File: src/rtl/klotski_pkg.sv
// Shared types and cell-index helpers for the Klotski move executor and solver.
package klotski_pkg;

  // Cell index packing shared with the solver: {row[1:0], col[1:0]}.
  localparam int CELL_W = 4;
  localparam int AXIS_W = 2;

  typedef logic [CELL_W-1:0] cell_t;
  typedef logic [AXIS_W-1:0] axis_t;

  typedef enum logic [2:0] {
    S_IDLE,
    S_TO_START,
    S_GRAB,
    S_TO_END,
    S_RELEASE,
    S_DONE
  } exec_state_t;

  // Sub-phase of a travel state: column axis first, then row axis.
  typedef enum logic [1:0] {
    LEG_X_LAUNCH,
    LEG_X_WAIT,
    LEG_Y_LAUNCH,
    LEG_Y_WAIT
  } travel_leg_t;

  function automatic axis_t cell_row(input cell_t idx);
    return idx[3:2];
  endfunction

  function automatic axis_t cell_col(input cell_t idx);
    return idx[1:0];
  endfunction

  // Unsigned distance between two coordinates on one axis.
  function automatic axis_t axis_delta(input axis_t from, input axis_t to);
    return (to >= from) ? axis_t'(to - from) : axis_t'(from - to);
  endfunction

endpackage

File: src/rtl/klotski_move_executor_stepper_pulser.sv
// Generates a burst of step pulses (STEP_HALF cycles high, STEP_HALF low each)
// and a one-cycle done once the last low phase has elapsed.
module stepper_pulser #(
  parameter int STEP_HALF = 25000,
  parameter int CNT_W     = 10,
  parameter int TMR_W     = 16
) (
  input  logic             clk,
  input  logic             rst,
  input  logic             start,
  input  logic [CNT_W-1:0] count,
  input  logic             dir,
  output logic             step,
  output logic             dir_out,
  output logic             done
);

  logic             active;
  logic [CNT_W-1:0] remaining;
  logic [TMR_W-1:0] timer;

  // Phase sequencer: high half, low half, repeat until remaining steps are used.
  always_ff @(posedge clk) begin
    if (rst) begin
      active    <= 1'b0;
      step      <= 1'b0;
      done      <= 1'b0;
      dir_out   <= 1'b0;
      timer     <= '0;
      remaining <= '0;
    end else begin
      done <= 1'b0;
      if (!active) begin
        if (start) begin
          dir_out <= dir;
          if (count == '0) begin
            done <= 1'b1;
          end else begin
            active    <= 1'b1;
            step      <= 1'b1;
            timer     <= TMR_W'(STEP_HALF - 1);
            remaining <= count;
          end
        end
      end else if (timer != '0) begin
        timer <= timer - 1'b1;
      end else if (step) begin
        step  <= 1'b0;
        timer <= TMR_W'(STEP_HALF - 1);
      end else if (remaining == CNT_W'(1)) begin
        active <= 1'b0;
        done   <= 1'b1;
      end else begin
        remaining <= remaining - 1'b1;
        step      <= 1'b1;
        timer     <= TMR_W'(STEP_HALF - 1);
      end
    end
  end

endmodule

File: src/rtl/klotski_move_executor.sv
// Executes one tile move: travel to start cell, grab, travel to end cell,
// release, then pulse o_continue back to the solver.
module klotski_move_executor #(
  parameter int STEPS_PER_CELL = 200,
  parameter int STEP_HALF      = 25000,
  parameter int SETTLE         = 50000
) (
  input  logic       i_clk,
  input  logic       i_rst,
  input  logic       i_en,
  input  logic [3:0] i_start_block,
  input  logic [3:0] i_end_block,
  output logic       o_continue,
  output logic       o_busy,
  output logic       o_magnet,
  output logic       o_x_step,
  output logic       o_x_dir,
  output logic       o_y_step,
  output logic       o_y_dir,
  output logic [3:0] o_pos
);

  import klotski_pkg::*;

  localparam int CNT_W   = $clog2(3 * STEPS_PER_CELL + 1);
  localparam int TMR_MAX = (STEP_HALF > SETTLE) ? STEP_HALF : SETTLE;
  localparam int TMR_W   = $clog2(TMR_MAX + 1);

  exec_state_t      state, state_n;
  travel_leg_t      leg, leg_n;
  cell_t            start_q, start_n, end_q, end_n, pos, pos_n;
  logic [TMR_W-1:0] settle, settle_n;
  logic             axis_y, axis_y_n;
  logic             travel_done;

  logic             pls_start;
  logic [CNT_W-1:0] pls_count;
  logic             pls_dir;
  logic             pls_step, pls_dir_out, pls_done;

  cell_t            tgt;
  axis_t            col_d, row_d;
  logic             col_up, row_up;

  function automatic logic [CNT_W-1:0] steps_for(input axis_t delta);
    return CNT_W'(delta) * CNT_W'(STEPS_PER_CELL);
  endfunction

  assign tgt    = (state == S_TO_END) ? end_q : start_q;
  assign col_d  = axis_delta(cell_col(pos), cell_col(tgt));
  assign row_d  = axis_delta(cell_row(pos), cell_row(tgt));
  assign col_up = cell_col(tgt) > cell_col(pos);
  assign row_up = cell_row(tgt) > cell_row(pos);

  stepper_pulser #(
    .STEP_HALF (STEP_HALF),
    .CNT_W     (CNT_W),
    .TMR_W     (TMR_W)
  ) u_pulser (
    .clk     (i_clk),
    .rst     (i_rst),
    .start   (pls_start),
    .count   (pls_count),
    .dir     (pls_dir),
    .step    (pls_step),
    .dir_out (pls_dir_out),
    .done    (pls_done)
  );

  // Control state register; reset aborts any move and forgets the position.
  always_ff @(posedge i_clk) begin
    if (i_rst) begin
      state  <= S_IDLE;
      leg    <= LEG_X_LAUNCH;
      pos    <= '0;
      settle <= '0;
      axis_y <= 1'b0;
    end else begin
      state  <= state_n;
      leg    <= leg_n;
      pos    <= pos_n;
      settle <= settle_n;
      axis_y <= axis_y_n;
    end
  end

  // Move request latch; only meaningful while busy, so no reset needed.
  always_ff @(posedge i_clk) begin
    start_q <= start_n;
    end_q   <= end_n;
  end

  // Next-state logic: travel legs, settle timing and move sequencing.
  always_comb begin
    state_n     = state;
    leg_n       = leg;
    start_n     = start_q;
    end_n       = end_q;
    pos_n       = pos;
    settle_n    = settle;
    axis_y_n    = axis_y;
    travel_done = 1'b0;
    pls_start   = 1'b0;
    pls_count   = '0;
    pls_dir     = 1'b0;
    case (state)
      S_IDLE: begin
        if (i_en) begin
          start_n = i_start_block;
          end_n   = i_end_block;
          leg_n   = LEG_X_LAUNCH;
          state_n = S_TO_START;
        end
      end
      S_TO_START, S_TO_END: begin
        case (leg)
          LEG_X_LAUNCH: begin
            if (col_d == '0) begin
              leg_n = LEG_Y_LAUNCH;
            end else begin
              pls_start = 1'b1;
              pls_count = steps_for(col_d);
              pls_dir   = col_up;
              axis_y_n  = 1'b0;
              leg_n     = LEG_X_WAIT;
            end
          end
          LEG_X_WAIT: begin
            if (pls_done) leg_n = LEG_Y_LAUNCH;
          end
          LEG_Y_LAUNCH: begin
            if (row_d == '0) begin
              travel_done = 1'b1;
            end else begin
              pls_start = 1'b1;
              pls_count = steps_for(row_d);
              pls_dir   = row_up;
              axis_y_n  = 1'b1;
              leg_n     = LEG_Y_WAIT;
            end
          end
          LEG_Y_WAIT: begin
            if (pls_done) travel_done = 1'b1;
          end
          default: leg_n = LEG_X_LAUNCH;
        endcase
        if (travel_done) begin
          pos_n    = tgt;
          leg_n    = LEG_X_LAUNCH;
          settle_n = TMR_W'(SETTLE - 1);
          if (state == S_TO_END)     state_n = S_RELEASE;
          else if (start_q == end_q) state_n = S_DONE;
          else                       state_n = S_GRAB;
        end
      end
      S_GRAB: begin
        if (settle == '0) state_n  = S_TO_END;
        else              settle_n = settle - 1'b1;
      end
      S_RELEASE: begin
        if (settle == '0) state_n  = S_DONE;
        else              settle_n = settle - 1'b1;
      end
      S_DONE:  state_n = S_IDLE;
      default: state_n = S_IDLE;
    endcase
  end

  assign o_busy     = (state != S_IDLE);
  assign o_continue = (state == S_DONE);
  assign o_magnet   = (state == S_GRAB) || (state == S_TO_END);
  assign o_x_step   = pls_step & ~axis_y;
  assign o_y_step   = pls_step & axis_y;
  assign o_x_dir    = pls_dir_out & ~axis_y;
  assign o_y_dir    = pls_dir_out & axis_y;
  assign o_pos      = pos;

endmodule
File: config.mk
export PLATFORM = sky130hd
export DESIGN_NAME = klotski_move_executor
export DESIGN_NICKNAME = d
export VERILOG_FILES = /design/src/rtl/klotski_pkg.sv /design/src/rtl/klotski_move_executor_stepper_pulser.sv /design/src/rtl/klotski_move_executor.sv
export SDC_FILE = /design/constraint.sdc
export NUM_CORES = 1
export LEC_CHECK = 0
export CAP_MARGIN = 20
export CORE_ASPECT_RATIO = 1.25
export CORE_MARGIN = 2
export CORE_UTILIZATION = 60
export DETAILED_ROUTE_END_ITERATION = 10
export HOLD_SLACK_MARGIN = 0.02
export PLACE_DENSITY = 0.8
export SYNTH_ARGS = -nofsm -noshare
export SYNTH_HDL_FRONTEND = slang
export SYNTH_SLANG_ARGS = --single-unit
File: constraint.sdc
create_clock -name i_clk -period 5.4 [get_ports i_clk]
set_input_delay 0.54 -clock i_clk [delete_from_list [all_inputs] [get_ports i_clk]]
set_output_delay 0.54 -clock i_clk [all_outputs]
set_load 0.01 [all_outputs]
# After elaboration in Yosys (flattened, before gate mapping)
# Index checks and enable logic that the tools add are counted.
# W data, S select, Z words.
dict set report word_totals {
  regBits 64
  in_bits 11
  output_inout_bits 11
  word_cells 150
}
dict set report classes {
  add_sub_neg 7
  multipliers 2
  magnitude_cmp 4
  eq_ne 25
  mux 68
  n_bitwise 6
  reduce_logical 25
}
# cell count
set op_table {}
lappend op_table {{$mux W16} 8}
lappend op_table {{$mux W10} 9}
lappend op_table {{$pmux W16 S2} 1}
lappend op_table {{$sub A16 B1 Y16 const B} 2}
lappend op_table {{$mux W1} 28}
lappend op_table {{$ne A2 B2 Y1 const B} 10}
lappend op_table {{$pmux W10 S2} 1}
lappend op_table {{$mux W3} 6}
lappend op_table {{$logic_not A16 Y1} 1}
lappend op_table {{$reduce_bool A16 Y1} 1}
lappend op_table {{$mul A2 B5 Y7 const B} 2}
lappend op_table {{$mux W2} 7}
lappend op_table {{$pmux W3 S4} 1}
lappend op_table {{$eq A10 B1 Y1 const B} 1}
lappend op_table {{$logic_not A10 Y1} 1}
lappend op_table {{$reduce_and A5 Y1} 2}
lappend op_table {{$sub A10 B1 Y10 const B} 1}
lappend op_table {{$reduce_and A3 Y1} 3}
lappend op_table {{$ne A4 B3 Y1 const B} 2}
lappend op_table {{$pmux W1 S2} 4}
lappend op_table {{$reduce_and A4 Y1} 2}
lappend op_table {{$reduce_bool A2 Y1} 4}
lappend op_table {{$sub A2 B2 Y2} 4}
lappend op_table {{$eq A3 B2 Y1 const B} 2}
lappend op_table {{other kinds (21)} 34}

# Depth between registers and ports, before layout
dict set report depth {
  depth_word 12
  depth_mapped 20
  mapped_depth_nobuf 17
}

# By module
# A second synthesis with hierarchy kept.
dict set report unflattened {
  hier_cells 462
  area_unflattened_um2 3916.3
}
# mod instances cells_each area_each_um2 seq_area_each_um2
set by_module_without_submodules {}
lappend by_module_without_submodules {klotski_move_executor 1 252 2158.3 760.7}
lappend by_module_without_submodules {stepper_pulser 1 210 1757.9 600.6}

# Least setup slack after synthesis
# Ideal clock, no wire load.
dict set report synth_timing {
  path_kind {reg-to-reg}
  from {register state[0]}
  to {register u_pulser.timer[14]}
  setup_ns 0.117
  arrival_time_ns 3.944
  t_required_ns 5.283
  setup_slack_ns 1.339
  path_stages_with_launch 19
  n_path_buf 2
  period_less_slack_ns 4.061
  cell_sequence {dfxtp_1 > nor2b_1 > clkbuf_1 > nand2_1 > mux2i_1 > ha_1 > inv_1 > fa_1 > or3b_1 > a21boi_1 > nor2_1 > ha_1 > nand2b_1 > a22o_1 > a32oi_1 > o21ai_1 > or2_1 > buf_6 > a32o_1}
}
dict set report synth_between {
  elab_chain_cells 11
  elab_cells_between_ends 28
  classes_between {4 x add/sub; 2 x mul; 2 x order compare; 3 x eq/ne; 11 x mux; 6 x reduce/logical}
}
# element line_no
set synth_lines {}
lappend synth_lines {{from (decl)} klotski_move_executor.sv:29} ;# exec_state_t state, state_n;
lappend synth_lines {{from (signal assigned)} klotski_move_executor.sv:79} ;# state <= state_n;
lappend synth_lines {{$eq A3 B2 Y1} {klotski_move_executor.sv:49, klotski_move_executor.sv:106}}
lappend synth_lines {{$mux W4} klotski_move_executor.sv:49} ;# assign tgt = (state == S_TO_END) ? end_q : start_q;
lappend synth_lines {{$sub A2 B2 Y2 / $ge A2 B2 Y1 (equally long branches)} klotski_pkg.sv:38} ;# return (to >= from) ? axis_t'(to - from) : axis_t'(from - to);
lappend synth_lines {{$mux W2} klotski_pkg.sv:38}
lappend synth_lines {{$mul A2 B5 Y7 (tied with other cells)} klotski_move_executor.sv:46} ;# return CNT_W'(delta) * CNT_W'(STEPS_PER_CELL);
lappend synth_lines {{$mux W10 (on tied branches)} {klotski_move_executor.sv:132, klotski_move_executor.sv:118}}
lappend synth_lines {{$pmux W10 S2} klotski_move_executor.sv:116} ;# case (leg)
lappend synth_lines {{$mux W10} klotski_move_executor.sv:106} ;# case (state)
lappend synth_lines {{$logic_not A10 Y1} klotski_move_executor_stepper_pulser.sv:36} ;# if (count == '0) begin
lappend synth_lines {{$ne A2 B1 Y1 (no source line)} -}
lappend synth_lines {{$reduce_and A3 Y1 (no source line) *} -}
lappend synth_lines {{to (signal assigned)} klotski_move_executor_stepper_pulser.sv:41} ;# timer <= TMR_W'(STEP_HALF - 1);
lappend synth_lines {{to (signal assigned)} klotski_move_executor_stepper_pulser.sv:46} ;# timer <= timer - 1'b1;
lappend synth_lines {{to (signal assigned)} klotski_move_executor_stepper_pulser.sv:49} ;# timer <= TMR_W'(STEP_HALF - 1);
lappend synth_lines {{to (decl)} klotski_move_executor_stepper_pulser.sv:20} ;# logic [TMR_W-1:0] timer;
# Mark *: on every way between the ends. The rest lies on a longest branch, timed or not.
# A chain may end at the register's enable or synchronous reset.

# Worst setup path after layout
dict set report layout_timing {
  from {register state[0]}
  to {register u_pulser.timer[7]}
}
# Same word-level chain as after synthesis.

==> summary.txt <==
Outcome
  • Status: finished clean

Global route
  • Remaining global-route overflow: 0
  • Initial antenna violation count: 0
  • GR Util All Layers: 25.2%
  • Global-route wire length before repair: 14500 um
  • Largest net degree at the start of global routing: 31
  • Vias in the first global route: 3248

Detailed routing
  • Final wirelength: 8550 um
  • First drt pass iteration count: 5
  • Vias per cell: 6.13
  • Initial detailed-routing violation count: 162
  • Routed len/inst: 15.2 um
  • DR vias: 3452
  • Residual DRC: 0
  • Routed Antenna Nets: 0

STA
  • Final setup fails: 0
  • Endpoints failing hold: 0
  • Final Max Slew Viols: 0
  • WHS: 488 ps
  • Fin crit period: 4800 ps
  • Skew final: 12.0 ps
  • RSZ-0062 raised after global routing: no
  • Upper clock frequency limit: 208 MHz
  • Slew HR: 31.6%
  • TNS Setup: 0 ps
  • Period utilization: 88.8%
  • Worst-margin pin slew: 1030 ps

Setup path
  • Reg-to-reg critical path startpoint: state[0]$_SDFFE_PP0P_
  • FF-to-FF path depth: 16
  • Crit-path cells: nor2b_1, nand2_1, mux2i_1, ha_1, inv_1, fa_1, or3b_1, a21boi_1, nor2_1, ha_1, nand2b_1, a22o_1, a32oi_1, o21ai_1, or2_1, o2111a_1
  • Slowest-stage cell, CP: dfxtp_1
  • Crit path max-delay family: simple AND/OR/NAND/NOR gates
  • Reg2Reg Setup Slack: 600 ps
  • Req. time, crit path: 5660 ps
  • Buf/Inv on CP: 1
  • Arrival time at the worst endpoint: 5050 ps
  • Worst Setup End Kind: register
  • Slowest cell delay on critical path: 460 ps
  • Most common cell on crit path: ha_1
  • Setup CP Type: reg2reg
  • CP max FO: 11
  • Startpoint type of the worst setup path: register
  • Reg2reg end: u_pulser.timer[7]$_SDFFE_PP0P_

Floorplan
  • Core Rows: 32
  • DIE AREA: 0.00713 mm2
  • Core area: 0.00621 mm2
  • Initial Util: 62.6%
  • Ports: 22
  • Height of the chip: 93.9 um
  • Chip width: 76.0 um

Hold path
  • Worst min path class: reg2reg
  • Hold EP: leg[1]$_SDFFE_PP0P_
  • WHS Path Cells: 2
  • Hold path start: leg[1]$_SDFFE_PP0P_

Power
  • LEAKAGE: 1.59 nW
  • Peak VDD IR: 0.228 mV
  • Total power: 1.34 mW
  • Power density over the cells: 311 mW/mm2

Clocking
  • Clock slew at reported path FFs: 80 ps
  • Total setup buffers inserted after CTS: 0
  • CTS tree: done
  • Resize count post-CTS: 0
  • H-Tree Depth: 3
  • Max clock buf depth: 2
  • Post-CTS Hold Buffers: 0
  • Total number of clock tree sinks: 64
  • Clk Latency, worst-skew pair: 360 ps
  • TritonCTS buffer count: 9
  • Root buf cell: clkbuf_8

Place
  • GPL Wtd Cong: 0.890
  • Hpwl dp: 6010 um
  • IO Port Bufs: 21
  • Dpl cells: 547

Synth
  • Synth Register Bits: 64
  • Library cells used by synthesis: 72
  • Seq/Total Area, Yosys: 35.1%
  • Synth warnings: 0
  • Cell taking the most area after synthesis: dfxtp_1
  • Ys flop type: dfxtp_1
  • Post-synth EDFFs: 8
  • Mapped cell area: 0.00388 mm2
  • Largest cells by area after synthesis: dfxtp_1 (29%), edfxtp_1 (6.2%), ha_1 (6.1%), nor2_1 (5.2%), a21oi_1 (3.5%)
  • Post-synth ARST share: 0%
  • Synthesized area per cell: 8.50 um2
  • Cells after Synth: 457
  • Top-area cell type share of the netlist area: 28.9%
  • Mapped Nets: 489

Layout
  • Most frequent cells in the layout: dfxtp_1 (56), nor2_1 (54), nand2_1 (36)
  • Diodes inserted: 0
  • Share of post-route cells with drive strength above 1: 8.79%
  • Final #Nets: 505
  • Commonest non-fill, non-tap cell in the layout: dfxtp_1
  • FILL cells: 508
  • Post-route insts no fill: 563
  • Area delta synth->final: 10.9%

Job
  • Maxcap violations: 0
-- worst max path at each step --
stage / start / endpoint / cells past startpoint
floorplan: state[0]$_SDFFE_PP0P_ / u_pulser.timer[14]$_SDFFE_PP0P_ / 18
global placement: state[0]$_SDFFE_PP0P_ / u_pulser.timer[7]$_SDFFE_PP0P_ / 16
detailed placement: state[0]$_SDFFE_PP0P_ / u_pulser.timer[7]$_SDFFE_PP0P_ / 16
CTS: state[0]$_SDFFE_PP0P_ / u_pulser.timer[7]$_SDFFE_PP0P_ / 16
global route: state[0]$_SDFFE_PP0P_ / u_pulser.timer[12]$_SDFFE_PP0P_ / 16
finish: state[0]$_SDFFE_PP0P_ / u_pulser.timer[7]$_SDFFE_PP0P_ / 16
-- through the flow --
step	cell area [um2]	utilization (%)	worst slack (ps)
2_1_floorplan	3880	-	1340
3_3_place_gp	4130	66.5	966
3_5_place_dp	4130	66.5	666
6_report	4310	69.4	603
5_1_grt	4310	69.4	232
4_1_cts	4310	69.4	622
-- final cells by class --
type	instances	area [um2]	area share [%]
clock inverters	5	30.0	0.697
inverters	27	101	2.35
well taps	85	106	2.47
repair buffers	23	225	5.23
flip-flops and latches	64	1360	31.6
multi-input cells	348	2330	54.1
clock buffers	11	151	3.52
-- synth_stat cells, types with 4 or more instances --
master and number:
buf_2 5, inv_1 26, nor3_1 18, a31oi_1 11
clkbuf_1 11, o21a_1 4, dfxtp_1 56, o211ai_1 4
or3_1 7, ha_1 19, xor2_1 14, a311oi_1 4
a211oi_1 11, nand2_1 36, o31ai_1 4, nor4_1 5
o21ai_0 12, nand3_1 15, a311oi_2 4, nand3b_1 4
and2_1 4, nor2_1 54, edfxtp_1 8, nor2b_1 8
a21oi_1 27, mux2i_1 4, o311ai_0 4
-- flip-flops by register name, indices dropped and copies added (netlist names) --
signal / cells
u_pulser.dir_out: 1
u_pulser.active: 1
start_q: 4
u_pulser.timer: 16
leg: 2
u_pulser.remaining: 10
o_pos: 4
axis_y: 1
end_q: 4
u_pulser.step: 1
u_pulser.done: 1
state: 3
settle: 16
-- layer usage --
layer  global-route usage (%)  vias up  wire length [um]
li1                         -     1723                 -
met1                     28.9     1627              3800
met2                     44.2       75              4200
met3                     5.00       27               287
met4                     14.2        0               259
met5                        0        -                 0
-- where the power goes --
group | internal [mW] | switching (mW)
sequential | 0.523 | 0.0487
combinational | 0.155 | 0.230
clock | 0.190 | 0.193
total | 0.869 | 0.472
-- logic make-up after synthesis --
logic type	count (synthesis)	share of synthesized area [%]
muxes	6	1.61
adders and majority gates	21	7.15
DFF	64	35.1
AOI/OAI and AO/OA	125	23.7
buffers and inverters	45	4.90
and+or+nand+nor	180	24.0
xor gates and xnor gates	16	3.61
-- worst register-to-register path: stages, from the launching register on --
cell      delay [ps]
dfxtp_1          460
nor2b_1          420
nand2_1          260
mux2i_1          370
ha_1             210
inv_1             50
fa_1             410
or3b_1           390
a21boi_1         240
nor2_1            90
ha_1             300
nand2b_1         150
a22o_1           190
a32oi_1          290
o21ai_1          150
or2_1            430
o2111a_1         310
No activity file was read; power rests on OpenSTA's default activity.
